$ cat src/rtl/router_pkg.sv
// Shared types and helpers for the 1-to-N packet router.
//   state_t      : receive FSM states
//   ADDR_W/LEN_W : header field widths for the default 3-port, 8-bit build
//   calc_addr_w  : address field width for a given port count
//   hdr_addr/len : split a header byte into its address and length fields
package router_pkg;

  typedef enum logic [2:0] {
    ST_IDLE,
    ST_LOAD,
    ST_PARITY,
    ST_CHECK,
    ST_DROP
  } state_t;

  localparam int DEF_NUM_PORTS  = 3;
  localparam int DEF_DATA_WIDTH = 8;
  localparam int ADDR_W         = $clog2(DEF_NUM_PORTS);
  localparam int LEN_W          = DEF_DATA_WIDTH - ADDR_W;

  function automatic int calc_addr_w(input int num_ports);
    return $clog2(num_ports);
  endfunction

  // Low addr_w bits of the header select the destination port.
  function automatic logic [31:0] hdr_addr(input logic [31:0] hdr, input int addr_w);
    return hdr & ((32'd1 << addr_w) - 32'd1);
  endfunction

  // Remaining upper bits of the header are the payload length.
  function automatic logic [31:0] hdr_len(input logic [31:0] hdr, input int addr_w);
    return hdr >> addr_w;
  endfunction

endpackage

$ cat src/rtl/router_fifo.sv
// Synchronous first-word-fall-through FIFO with a flush input.
//   clk, reset : clock and synchronous active-high reset
//   flush      : empty the FIFO at this edge (a same-edge write still lands)
//   wr_en/data : push request and data
//   rd_en      : pop request, ignored while empty
//   rd_data    : registered head of the queue; holds its last value when empty
//   full/empty : occupancy flags
module router_fifo #(
  parameter int WIDTH = 8,
  parameter int DEPTH = 16
) (
  input  logic             clk,
  input  logic             reset,
  input  logic             flush,
  input  logic             wr_en,
  input  logic [WIDTH-1:0] wr_data,
  input  logic             rd_en,
  output logic [WIDTH-1:0] rd_data,
  output logic             full,
  output logic             empty
);

  localparam int PW = $clog2(DEPTH);
  localparam int CW = PW + 1;

  logic [WIDTH-1:0] mem [DEPTH];
  logic [PW-1:0]    wr_ptr_reg;
  logic [PW-1:0]    rd_ptr_reg;
  logic [CW-1:0]    count_reg;
  logic [WIDTH-1:0] head_reg;
  logic             push;
  logic             pop;
  logic [PW-1:0]    rd_ptr_inc;

  assign full       = (count_reg == CW'(DEPTH));
  assign empty      = (count_reg == '0);
  assign push       = wr_en && (flush || !full);
  assign pop        = rd_en && !empty && !flush;
  assign rd_ptr_inc = rd_ptr_reg + PW'(1);
  assign rd_data    = head_reg;

  always_ff @(posedge clk) begin
    if (push) begin
      mem[wr_ptr_reg] <= wr_data;
    end
  end

  // head_reg is the registered read port: it is loaded either straight from
  // the write data (writing into an empty or emptying FIFO) or from the entry
  // behind the current head when popping.
  always_ff @(posedge clk) begin
    if (reset) begin
      wr_ptr_reg <= '0;
      rd_ptr_reg <= '0;
      count_reg  <= '0;
      head_reg   <= '0;
    end else begin
      if (push) begin
        wr_ptr_reg <= wr_ptr_reg + PW'(1);
      end
      if (flush) begin
        rd_ptr_reg <= wr_ptr_reg;
        count_reg  <= push ? CW'(1) : '0;
        if (push) begin
          head_reg <= wr_data;
        end
      end else begin
        if (pop) begin
          rd_ptr_reg <= rd_ptr_inc;
        end
        case ({push, pop})
          2'b10:   count_reg <= count_reg + CW'(1);
          2'b01:   count_reg <= count_reg - CW'(1);
          default: count_reg <= count_reg;
        endcase
        if (push && (empty || (count_reg == CW'(1) && pop))) begin
          head_reg <= wr_data;
        end else if (pop && count_reg > CW'(1)) begin
          head_reg <= mem[rd_ptr_inc];
        end
      end
    end
  end

endmodule

$ cat src/rtl/router_1xn_core.sv
// 1-to-N packet router core.
// A byte-serial packet (header, L payload bytes, parity byte) arrives on
// data_in and is steered whole into the output FIFO chosen by the header
// address. Packets to a non-existent port are consumed and flagged on err.
//   clk, reset : clock and synchronous active-high reset
//   pkt_valid  : data_in carries a packet byte
//   data_in    : packet byte
//   busy       : byte on data_in is not accepted this cycle
//   err        : one-cycle pulse for parity mismatch or invalid address
//   read_enb   : per-port pop request
//   vld_out    : per-port FIFO non-empty
//   data_out   : per-port FIFO head, port i at [i*DATA_WIDTH +: DATA_WIDTH]
module router_1xn_core
  import router_pkg::*;
#(
  parameter int NUM_PORTS  = 3,
  parameter int DATA_WIDTH = 8,
  parameter int FIFO_DEPTH = 16,
  parameter int TIMEOUT    = 30
) (
  input  logic                            clk,
  input  logic                            reset,
  input  logic                            pkt_valid,
  input  logic [DATA_WIDTH-1:0]           data_in,
  output logic                            busy,
  output logic                            err,
  input  logic [NUM_PORTS-1:0]            read_enb,
  output logic [NUM_PORTS-1:0]            vld_out,
  output logic [NUM_PORTS*DATA_WIDTH-1:0] data_out
);

  localparam int AW = calc_addr_w(NUM_PORTS);
  localparam int LW = DATA_WIDTH - AW;
  localparam int TW = $clog2(TIMEOUT + 1);

  state_t                state_reg, state_next;
  logic [AW-1:0]         dest_reg, dest_next;
  logic [LW:0]           cnt_reg, cnt_next;
  logic [DATA_WIDTH-1:0] par_reg, par_next;
  logic                  mism_reg, mism_next;
  logic                  err_reg, err_next;

  logic [NUM_PORTS-1:0]  fifo_full;
  logic [NUM_PORTS-1:0]  fifo_empty;
  logic [NUM_PORTS-1:0]  fifo_wr;
  logic [NUM_PORTS-1:0]  fifo_flush;

  logic [AW-1:0]         hdr_addr_w;
  logic [LW:0]           hdr_len_w;
  logic                  hdr_ok;

  // Length is held one bit wider than the header field so DROP can count L+1.
  assign hdr_addr_w = AW'(hdr_addr(32'(data_in), AW));
  assign hdr_len_w  = (LW + 1)'(hdr_len(32'(data_in), AW));
  assign hdr_ok     = (int'(hdr_addr_w) < NUM_PORTS);
  assign err        = err_reg;

  always_comb begin
    state_next = state_reg;
    dest_next  = dest_reg;
    cnt_next   = cnt_reg;
    par_next   = par_reg;
    mism_next  = mism_reg;
    err_next   = 1'b0;
    busy       = 1'b0;
    fifo_wr    = '0;
    case (state_reg)
      ST_IDLE: begin
        busy = pkt_valid && hdr_ok && fifo_full[hdr_addr_w];
        if (pkt_valid && !busy) begin
          if (hdr_ok) begin
            fifo_wr[hdr_addr_w] = 1'b1;
            dest_next  = hdr_addr_w;
            cnt_next   = hdr_len_w;
            par_next   = data_in;
            state_next = (hdr_len_w == '0) ? ST_PARITY : ST_LOAD;
          end else begin
            cnt_next   = hdr_len_w + (LW + 1)'(1);
            state_next = ST_DROP;
          end
        end
      end
      ST_LOAD: begin
        busy = fifo_full[dest_reg];
        if (pkt_valid && !busy) begin
          fifo_wr[dest_reg] = 1'b1;
          par_next = par_reg ^ data_in;
          cnt_next = cnt_reg - (LW + 1)'(1);
          if (cnt_reg == (LW + 1)'(1)) begin
            state_next = ST_PARITY;
          end
        end
      end
      ST_PARITY: begin
        busy = fifo_full[dest_reg];
        if (pkt_valid && !busy) begin
          // The parity byte is delivered even when it does not match.
          fifo_wr[dest_reg] = 1'b1;
          mism_next  = (par_reg != data_in);
          state_next = ST_CHECK;
        end
      end
      ST_CHECK: begin
        busy       = 1'b1;
        err_next   = mism_reg;
        state_next = ST_IDLE;
      end
      ST_DROP: begin
        if (pkt_valid) begin
          cnt_next = cnt_reg - (LW + 1)'(1);
          if (cnt_reg == (LW + 1)'(1)) begin
            err_next   = 1'b1;
            state_next = ST_IDLE;
          end
        end
      end
      default: state_next = ST_IDLE;
    endcase
  end

  always_ff @(posedge clk) begin
    if (reset) begin
      state_reg <= ST_IDLE;
      dest_reg  <= '0;
      cnt_reg   <= '0;
      par_reg   <= '0;
      mism_reg  <= 1'b0;
      err_reg   <= 1'b0;
    end else begin
      state_reg <= state_next;
      dest_reg  <= dest_next;
      cnt_reg   <= cnt_next;
      par_reg   <= par_next;
      mism_reg  <= mism_next;
      err_reg   <= err_next;
    end
  end

  genvar gi;
  generate
    for (gi = 0; gi < NUM_PORTS; gi++) begin : g_port
      logic [TW-1:0] to_cnt_reg;
      logic          stale;

      // A port is stale while it holds data nobody reads; after TIMEOUT such
      // cycles in a row its FIFO is flushed.
      assign stale          = !fifo_empty[gi] && !read_enb[gi];
      assign fifo_flush[gi] = stale && (to_cnt_reg == TW'(TIMEOUT - 1));
      assign vld_out[gi]    = !fifo_empty[gi];

      always_ff @(posedge clk) begin
        if (reset) begin
          to_cnt_reg <= '0;
        end else if (stale && !fifo_flush[gi]) begin
          to_cnt_reg <= to_cnt_reg + TW'(1);
        end else begin
          to_cnt_reg <= '0;
        end
      end

      router_fifo #(
        .WIDTH(DATA_WIDTH),
        .DEPTH(FIFO_DEPTH)
      ) u_fifo (
        .clk    (clk),
        .reset  (reset),
        .flush  (fifo_flush[gi]),
        .wr_en  (fifo_wr[gi]),
        .wr_data(data_in),
        .rd_en  (read_enb[gi]),
        .rd_data(data_out[gi*DATA_WIDTH +: DATA_WIDTH]),
        .full   (fifo_full[gi]),
        .empty  (fifo_empty[gi])
      );
    end
  endgenerate

endmodule

$ cat config.mk
export PLATFORM = sky130hd
export DESIGN_NAME = router_1xn_core
export DESIGN_NICKNAME = d
export VERILOG_FILES = /design/src/rtl/router_pkg.sv /design/src/rtl/router_fifo.sv /design/src/rtl/router_1xn_core.sv
export SDC_FILE = /design/constraint.sdc
export NUM_CORES = 1
export LEC_CHECK = 0
export ABC_AREA = 1
export BUFFER_PORTS_ARGS = -buffer_cell sky130_fd_sc_hd__buf_2
export CAP_MARGIN = 5
export CELL_PAD_IN_SITES_DETAIL_PLACEMENT = 1
export CELL_PAD_IN_SITES_GLOBAL_PLACEMENT = 1
export CORE_UTILIZATION = 50
export DETAILED_ROUTE_END_ITERATION = 12
export PLACE_DENSITY_LB_ADDON = 0.1
export SLEW_MARGIN = 20
export SYNTH_ARGS = -nofsm -noshare
export SYNTH_HDL_FRONTEND = slang
export SYNTH_SLANG_ARGS = --single-unit
export TNS_END_PERCENT = 5
$ cat constraint.sdc
create_clock -name clk -period 3.1 [get_ports clk]
set_input_delay 0.31 -clock clk [delete_from_list [all_inputs] [get_ports clk]]
set_output_delay 0.31 -clock clk [all_outputs]
set_load 0.02 [all_outputs]
== After elaboration in Yosys (flattened, before gate mapping) ==
Memories as Yosys holds them, arrays and structs flattened.
Cells that the tools add are included.
Widths: inputs -> output; s select.
Operators by class
  $add $sub $neg: 17
  reduce and logical (&&, ||, !) cells: 81
  equality and inequality tests: 31
  muxes and demuxes: 67
  magnitude comparators: 8
  bitwise gates (word level): 4
Operators with widths (number)
  $mux 8: 15
  $logic_and 1x1->1: 33
  $add 5x1->5 const B: 6
  $eq 5x5->1 const B: 6
  $mux 3: 10
  $pmux 5 s2: 3
  $mux 7: 4
  $add 4x1->4 const B: 6
  $mux 4: 6
  $pmux 7 s3: 1
  $reduce_bool 3->1: 7
  $ne 2x2->1 const B: 10
  $pmux 8 s2: 1
  $eq 5x1->1 const B: 3
  $gt 5x1->1 const B: 3
  $logic_not 5->1: 3
  $mux 1: 15
  $mux 5: 3
  $sub 5x1->5 const B: 3
  $logic_not 1->1: 14
  $pmux 3 s4: 1
  $ne 8x8->1: 1
  $reduce_and 2->1: 4
  $reduce_and 4->1: 2
  26 further kinds: 48
Word-level totals
  bits of input ports: 14
  output and inout port bits: 29
  memories: 3
  register bits after elaboration: 100
  memory bits (writable): 384
Memory list
  g_port[0].u_fifo.mem: words 16, bits a word 8, rd ports 1, clocked after memory_dff 0, wr ports 1, RTL line router_fifo.sv:26  | logic [WIDTH-1:0] mem [DEPTH];
  g_port[1].u_fifo.mem: words 16, bits a word 8, rd ports 1, clocked after memory_dff 0, wr ports 1, RTL line router_fifo.sv:26
  g_port[2].u_fifo.mem: words 16, bits a word 8, rd ports 1, clocked after memory_dff 0, wr ports 1, RTL line router_fifo.sv:26

== Longest topological paths before layout ==
Gate-level depths: netlist of run 1.
  depth in word-level cells: 12
  mapped depth: 20

== Cells and area by module ==
From an unflattened synthesis of run 1, not the netlist that was laid out.
Unflattened totals
  cells, all modules: 2297
  area, all modules: 22442.8 µm²
By module, submodules not included
  router_fifo at g_port[0].u_fifo: cells each 659, instances 1, seq. area each 4264.1 µm², area an instance 6700.2 µm²
  router_fifo at g_port[1].u_fifo: cells each 660, instances 1, seq. area each 4264.1 µm², area an instance 6687.7 µm²
  router_fifo at g_port[2].u_fifo: cells each 624, instances 1, seq. area each 4264.1 µm², area an instance 6638.9 µm²
  router_1xn_core: cells each 354, instances 1, seq. area each 740.7 µm², area an instance 2416.1 µm²

== Worst setup path before layout of run 1 ==
Ideal clock, no wire load.
  path type: register to register
  from: register g_port[2].u_fifo.count_reg[0]
  to: register g_port[1].u_fifo.count_reg[4]
  cell stages (with the launch flop): 19
  arrival: 2.263 ns
  slack: 0.721 ns
  setup time: 0.116 ns
  path buffers: 0
  data required time: 2.984 ns
  path through: dfxtp_1 > inv_1 > ha_1 > nand2_1 > inv_1 > nand2_1 > nor2_1 > nor2_2 > nand4_1 > nand2_2 > inv_1 > ha_1 > inv_1 > nor2_1 > nor2_1 > o21ai_0 > a21oi_1 > xnor2_1 > nor2_1
On the way
  cells in the longest elaborated chain, start to end: 12
  elaborated cells on any way between the ends: 19
RTL lines
  start: declaration: RTL line router_fifo.sv:29  | logic [CW-1:0] count_reg;
  start signal: assignment: RTL line router_fifo.sv:63  | count_reg <= push ? CW'(1) : '0;
  start signal: assignment: RTL line router_fifo.sv:72  | 2'b10: count_reg <= count_reg + CW'(1);
  start signal: assignment: RTL line router_fifo.sv:73  | 2'b01: count_reg <= count_reg - CW'(1);
  $eq 5x5->1 *: RTL line router_fifo.sv:35  | assign full = (count_reg == CW'(DEPTH));
  $bmux 1 s2: RTL line router_1xn_core.sv:69  | busy = pkt_valid && hdr_ok && fifo_full[hdr_addr_w];
  $mux 1 (not written as such): RTL line router_1xn_core.sv:69
  $logic_and 1x1->1: RTL line router_1xn_core.sv:69
  $logic_not 1->1: RTL line router_1xn_core.sv:70  | if (pkt_valid && !busy) begin
  $logic_and 1x1->1: RTL line router_1xn_core.sv:70
  $mux 3: RTL line router_1xn_core.sv:70
  $pmux 3 s2 *: RTL line router_1xn_core.sv:67  | case (state_reg)
  $logic_and 1x1->1 *: RTL line router_fifo.sv:37  | assign push = wr_en && (flush || !full);
  $eq 2x1->1 / $eq 2x2->1 (equally long branches): RTL line router_fifo.sv:71  | case ({push, pop})
  $pmux 5 s2: RTL line router_fifo.sv:71
  $mux 5: RTL line router_fifo.sv:61  | if (flush) begin
  end signal: assignment: RTL line router_fifo.sv:63
  end signal: assignment: RTL line router_fifo.sv:72
  end signal: assignment: RTL line router_fifo.sv:73
  end: declaration: RTL line router_fifo.sv:29
Mark *: on every way between the ends. The rest lies on a longest branch, timed or not. The select of a mux whose other input is x is not followed.
A chain may end at the register's enable or synchronous reset.

== Worst setup path in the final report of run 1 ==
  from: register g_port[1].u_fifo.count_reg[1]
  to: register g_port[0].u_fifo.count_reg[4]
On the way
  cells in the longest elaborated chain, start to end: 12
  elaborated cells on any way between the ends: 19
RTL lines (RTL line)
  $eq 5x5->1 *: router_fifo.sv:35
  $bmux 1 s2: router_1xn_core.sv:69
  $mux 1 (not written as such): router_1xn_core.sv:69
  $logic_and 1x1->1: router_1xn_core.sv:69
  $logic_not 1->1: router_1xn_core.sv:70
  $logic_and 1x1->1: router_1xn_core.sv:70
  $mux 3: router_1xn_core.sv:70
  $pmux 3 s2 *: router_1xn_core.sv:67
  $logic_and 1x1->1 *: router_fifo.sv:37
  $eq 2x1->1 / $eq 2x2->1 (equally long branches): router_fifo.sv:71
  $pmux 5 s2: router_fifo.sv:71
  $mux 5: router_fifo.sv:61
  end signal: assignment: router_fifo.sv:63
  end signal: assignment: router_fifo.sv:72
  end signal: assignment: router_fifo.sv:73
  end: declaration: router_fifo.sv:29
Marks and branches as above.

==> results_dict.tcl, run 1 <==
set metrics [dict create \
    startpoint_type "register" \
    ir_drop_uv 778 \
    fp.dieW_um 207 \
    cts_setup_buffers 0 \
    drtIter0Drc 1046 \
    htree_levels 2 \
    top_register "g_port.u_fifo.mem" \
    worstMarginPinSlew_ps 783 \
    clock_power_share_pct 27.5 \
    setup-tns-final_ps 0 \
    syn_to_final_growth_pct 12.4 \
    netlist_area_mm2 0.0210 \
    firstDrtPassIters 5 \
    setup_viol 0 \
    rr_endpoint "g_port[0].u_fifo.count_reg[4]" \
    cap_viol_max_count 0 \
    relSlewSlack_pct 47.6 \
    reg2reg_from "g_port[1].u_fifo.count_reg[1]" \
    layout.cells.non_filler 2617 \
    numPortBuffers 42 \
    wl_per_cell_um 22.1 \
    yosysSeqAreaShare_pct 64.4 \
    intPower_uw 12900 \
    route.detailed.drc 0 \
    netlist_instances 1980 \
    power_density_mw_per_mm2 882 \
    grt_max_degree 68 \
    clkSinkCount 484 \
    fp-row-count 74 \
    holdWs_ps 160 \
    mostFrequentLayoutCell "nor2_1" \
    fp.dieH_um 207 \
    register_area_mm2 0.0135 \
    reg2regPathDepth 18 \
    worst_slack_ps 268 \
    worst_setup_path_end_kind "register" \
    yosys_warnings 0 \
    synth.avg_cell_area_um2 10.6 \
    grt-ovfl-total 0 \
    synthFlopType "edfxtp_1" \
    syn_nets 2034 \
    status "complete, no violations" \
    hold_buffers 0 \
    critPathKind "reg -> reg" \
    place_congestion 0.854 \
    cts_buffers 50 \
    grt_pass1_vias 16000 \
    period_needed_ps 2830 \
    whs_endpoint "g_port[0].to_cnt_reg[2]" \
    finClkSkew_ps 27.4 \
    drive_gt1_share_pct 10.4 \
    ys_ff_latch 484 \
    p_switching_uw 7890 \
    timing.reg2reg.setup_slack_ps 270 \
    cp_max_fo 8 \
    rsz0062_at_grt "no" \
    dp_cells 2530 \
    pin_count 43 \
    path_clk_slew_ps 60 \
    final_cell_mix "nor2_1 (416), edfxtp_1 (384), o21ai_0 (291), nand2_1 (188), dfxtp_1 (97)" \
    layout.nets 2104 \
    nFillCells 4435 \
    hold_depth 4 \
    vias_per_cell 5.85 \
    multi_input_area_mm2 0.00671 \
    cp.arrival_ps 3320 \
    seqPwrFrac_pct 37.6 \
    core_mm2 0.0411 \
    ys_async_sr_fraction_pct 0 \
    fmax_ghz 0.353 \
    routed_wl_um 58000 \
    vias 15300 \
    swShare_pct 37.9 \
    dp_slack_ps 261 \
    largest_register_ffs 384 \
    antenna_left 0 \
    hold_viol_final 0 \
    p_comb_share_pct 34.8 \
    finalCritPeriodShare_pct 91.4 \
    cts_tree "yes" \
    dp.final_hpwl_um 37300 \
    antenna_found_initial 2 \
    die-area_mm2 0.0428 \
    clockBufferDepth 3 \
    clkLatencyLatePin_ps 610 \
    synth_edf_count 384 \
    ys_types 45 \
    start_util_pct 51.1 \
    ctsRootBufferMaster "clkbuf_16" \
    grt_usage_pct 27.6 \
    p_leak_uw 0.00858 \
    maxSlewViolCount 0 \
    hold_path_class "in -> reg" \
    finalPower_uw 20800 \
    hold_start "read_enb[0]" \
    worstPathRequired_ps 3590 \
    grt_pass1_wl_um 89200 \
]
power by group through the flow:
stage	clock network, uW	registers (uW)	logic [uW]
2_1_floorplan	0	8050	4740
3_3_place_gp	0	7940	6970
3_5_place_dp	0	7960	7220
4_1_cts	5830	7830	7300
5_1_grt	6040	7870	8080
6_report	5730	7830	7250
Yosys cell counts, types with 20 or more instances:
library cell  instances  share of area (%)
inv_1                93                1.7
nand2_1             188                3.4
o211ai_1             73                2.6
ha_1                 40                2.4
buf_2                20               0.48
dfxtp_1             100                9.5
clkbuf_1             61                1.1
a21oi_1              62                1.5
o21ai_0             291                6.9
edfxtp_1            384                 55
nand3_1              86                2.0
nor2_1              416                7.4
critical path, cell delays in order (launching register included):
cell and delay (ps):
dfxtp_1 400, inv_1 130, ha_1 210, nand2_1 80, inv_1 50, nand3_1 80, nand2_1 110, nor2_4 150
nand4_1 150, nand2_4 170, inv_1 110, ha_1 260, inv_1 160, nor2_1 70, nor2_1 120, o21ai_0 100
a21oi_1 180, xnor2_1 140, nor2_1 50
what timing repair did:
action	CTS	global route
gates resized for setup	0	2
hold endpoints to repair	0	0
endpoints found under the setup margin	0	2
layout make-up:
cell class	count	share of cell area (%)
Antenna cell	1	0.0106
Clock buffer	67	5.75
Clock inverter	19	0.679
Inverter	101	1.61
Multi-Input combinational cell	1300	28.4
Sequential cell	484	57.4
Tap cell	532	2.82
Timing Repair Buffer	113	3.36
per-stage QoR:
step           utilization, %  area [um2]
5_1_grt                  57.4       23600
3_5_place_dp             53.7       22100
6_report                 57.4       23600
2_1_floorplan               -       21000
3_3_place_gp             53.7       22100
4_1_cts                  57.4       23600
logic make-up after synthesis:
group	share of synthesized area, %
AND/OR/NAND/NOR	14.7
AO/OA/AOI/OAI	12.8
XOR/XNOR	1.75
buffers and inverters	3.80
multiplexers	0.0953
adder cells (fa/ha/maj)	2.38
flip-flops	64.4
per-layer routing:
metal | wire length (um) | GRT usage (%)
met5 | 14 | 0
met4 | 2020 | 10.3
met3 | 3170 | 4.80
met2 | 28600 | 46.9
met1 | 24100 | 35.2
worst max-delay path by stage:
stage | from | to | depth (start not counted)
final | g_port[1].u_fifo.count_reg[1] | g_port[0].u_fifo.count_reg[4] | 18
after global routing | g_port[1].u_fifo.count_reg[0] | g_port[0].u_fifo.count_reg[4] | 20
after CTS | g_port[1].u_fifo.count_reg[1] | g_port[0].u_fifo.count_reg[4] | 18
after detailed placement | g_port[1].u_fifo.count_reg[0] | g_port[0].u_fifo.count_reg[4] | 18
after global placement | g_port[2].u_fifo.count_reg[0] | g_port[1].u_fifo.count_reg[4] | 18
after floorplan | g_port[2].u_fifo.count_reg[0] | g_port[1].u_fifo.count_reg[4] | 18
Note: power is estimated with default switching activity, not from simulation.
==> run 2, diff against run 1 <==
ABC_AREA = default   (was 1)
CORE_UTILIZATION = 53   (was 50)
==> results_dict.tcl, run 2 <==
set metrics [dict create \
    status "complete, no violations" \
    antenna_left 0 \
    ys_types 79 \
    critPathKind "reg -> out" \
    seqPwrFrac_pct 41.1 \
    cp_max_fo 5 \
    cp_slowest_cell "dfxtp_1" \
    cts_tree "yes" \
    syn_nets 1475 \
    startpoint_type "register" \
    place_congestion 0.855 \
    core_mm2 0.0388 \
    post_dp_cell_area_mm2 0.0220 \
    hold_buffers 0 \
    cp.arrival_ps 2640 \
    syn_to_final_growth_pct 13.0 \
    ctsRootBufferMaster "clkbuf_16" \
    netlist_instances 1421 \
    ys_ff_latch 484 \
    antenna_found_initial 1 \
    hold_viol_final 0 \
    pin_count 43 \
    worstMarginPinSlew_ps 1020 \
    die-area_mm2 0.0403 \
    finalCritPeriodShare_pct 95.2 \
    yosysSeqAreaShare_pct 64.6 \
    grt_max_degree 53 \
    p_leak_uw 0.00798 \
    route.detailed.drc 0 \
    mostFrequentLayoutCell "edfxtp_1" \
    worst_setup_path_end_kind "output pin" \
    clkLatencyLatePin_ps 600 \
    maxSlewViolCount 0 \
    hold_path_class "in -> reg" \
    wl_per_cell_um 25.2 \
    relSlewSlack_pct 31.7 \
    yosysTopAreaCellShare_pct 55.0 \
    fp-row-count 72 \
    grt_pass1_wl_um 79900 \
    cpPeakStageDelay_ps 330 \
    intPower_uw 13000 \
    grt_pass1_vias 13200 \
    post-synth-top-count-cell "edfxtp_1" \
    power_density_mw_per_mm2 794 \
    vias_per_cell 6.05 \
    htree_levels 2 \
    start_util_pct 54.0 \
    synth_common_cells "edfxtp_1 (384), nor2_1 (113), dfxtp_1 (100), mux4_2 (78), mux2i_1 (75)" \
    ys_async_sr_fraction_pct 0 \
    swShare_pct 30.8 \
    worstPathRequired_ps 2790 \
    largest_register_ffs 384 \
    clkSinkCount 484 \
    path_clk_slew_ps 60 \
    grt-ovfl-total 0 \
    cap_viol_max_count 0 \
    yosysTopAreaCell "edfxtp_1" \
    fp.dieW_um 201 \
    final_cell_mix "edfxtp_1 (384), nor2_1 (113), dfxtp_1 (97), mux4_2 (78), mux2i_1 (75)" \
    fmax_ghz 0.339 \
    drtIter0Drc 699 \
    crit_path_cell_trace "inv_1 > ha_2 > nor4bb_1 > buf_4 > nand3_1 > and2_4 > nor2_1 > o311a_1 > buf_2" \
    grt_usage_pct 26.4 \
    netlist_area_mm2 0.0210 \
    dp_slack_ps 345 \
    firstDrtPassIters 4 \
    routed_wl_um 51900 \
    reg2regPathDepth 9 \
    period_needed_ps 2950 \
    fin_area_mm2 0.0237 \
    rsz0062_at_grt "no" \
    numPortBuffers 42 \
    setup-tns-final_ps 0 \
    p_switching_uw 5790 \
    dp.final_hpwl_um 35100 \
    setup_viol 0 \
    layout.nets 1554 \
    vias 12500 \
    synthTopCellsByArea "edfxtp_1 (55%), dfxtp_1 (9.6%), mux4_2 (8.4%)" \
    p_comb_share_pct 26.8 \
    finClkSkew_ps 26.5 \
    clockBufferDepth 3 \
    nFillCells 3628 \
    layout.cells.non_filler 2058 \
    synth.avg_cell_area_um2 14.7 \
    holdWs_ps 155 \
    fp.dieH_um 201 \
    antenna_cells 0 \
    drive_gt1_share_pct 18.6 \
    hold_depth 1 \
    worst_slack_ps 149 \
    yosys_warnings 0 \
    dp_cells 1966 \
    synth_edf_count 384 \
    synthFlopType "edfxtp_1" \
    ir_drop_uv 461 \
    clock_power_share_pct 32.2 \
    top_register "g_port.u_fifo.mem" \
    cts_buffers 49 \
]
-- run 2: cell types whose count changed in the layout (fill, tap and decap cells not counted), moves of 60 or more --
cell and delta:
mux2i_1 +73, mux4_2 +78, inv_1 -60, o21ai_0 -270
nand2_1 -124, nor2_1 -303, o211ai_1 -66
-- run 2: layout make-up --
type | instances | area, um2 | area share, %
multi-input cells | 830 | 7010 | 29.6
clock inverters | 27 | 337 | 1.42
well taps | 518 | 648 | 2.74
repair buffers | 101 | 703 | 2.97
clock buffers | 64 | 1300 | 5.50
flip-flops and latches | 484 | 13500 | 57.2
inverters | 34 | 128 | 0.539
-- run 2: power groups by stage --
stage	registers, uW	logic (uW)	clock network [uW]
floorplan	7790	3480	0
global placement	7820	4870	0
detailed placement	7850	5020	0
CTS	7710	5060	6140
global route	7760	5440	6350
finish	7720	5030	6040
-- run 2: path summary, 6_finish.rpt --
kind / startpoint / endpoint / slack, ps
setup / recovery: g_port[2].u_fifo.count_reg[1] / busy / 150
hold / removal: data_in[5] / g_port[1].u_fifo.mem[15][5] / 150
setup reg to reg: state_reg[0] / g_port[0].u_fifo.count_reg[4] / 250
hold reg to reg: g_port[0].to_cnt_reg[0] / g_port[0].to_cnt_reg[0] / 470
-- run 2: cells by family (layout without fill, tap and decap cells) --
logic type | Yosys count | in the layout | share of synthesized area [%]
buf+inv | 107 | 226 | 2.12
mux | 162 | 162 | 12.5
simple gates | 379 | 379 | 9.45
fa+ha+maj | 40 | 40 | 2.39
flops | 484 | 484 | 64.6
xor+xnor | 56 | 56 | 2.38
compound gates | 193 | 193 | 6.61
-- run 2: through the flow --
step	total power (uW)	utilization, %
3_5_place_dp	12900	56.7
2_1_floorplan	11300	-
4_1_cts	18900	60.9
3_3_place_gp	12700	56.7
5_1_grt	19600	61.0
6_report	18800	61.0
-- run 2: critical path, delay by kind of cell, from the launching register on --
kind                       cells  cell delay (ps)
and+or+nand+nor                4              780
buffers and inverters          3              510
DFF                            1              330
adders and majority gates      1              250
AOI/OAI and AO/OA              1              180
-- run 2: timing repair --
| action | in CTS | in global routing |
|---|---|---|
| endpoints found under the setup margin | 0 | 1 |
| setup buffers | 0 | 1 |
| resized for setup | 0 | 4 |
-- run 2: metal layers --
| metal | track usage [%] | wire [um] | up-vias |
|---|---|---|---|
| li1 | - | - | 5699 |
| met1 | 34.5 | 22000 | 6394 |
| met2 | 45.1 | 26000 | 281 |
| met3 | 3.57 | 2210 | 86 |
| met4 | 9.68 | 1670 | 0 |
| met5 | 0 | 0 | - |
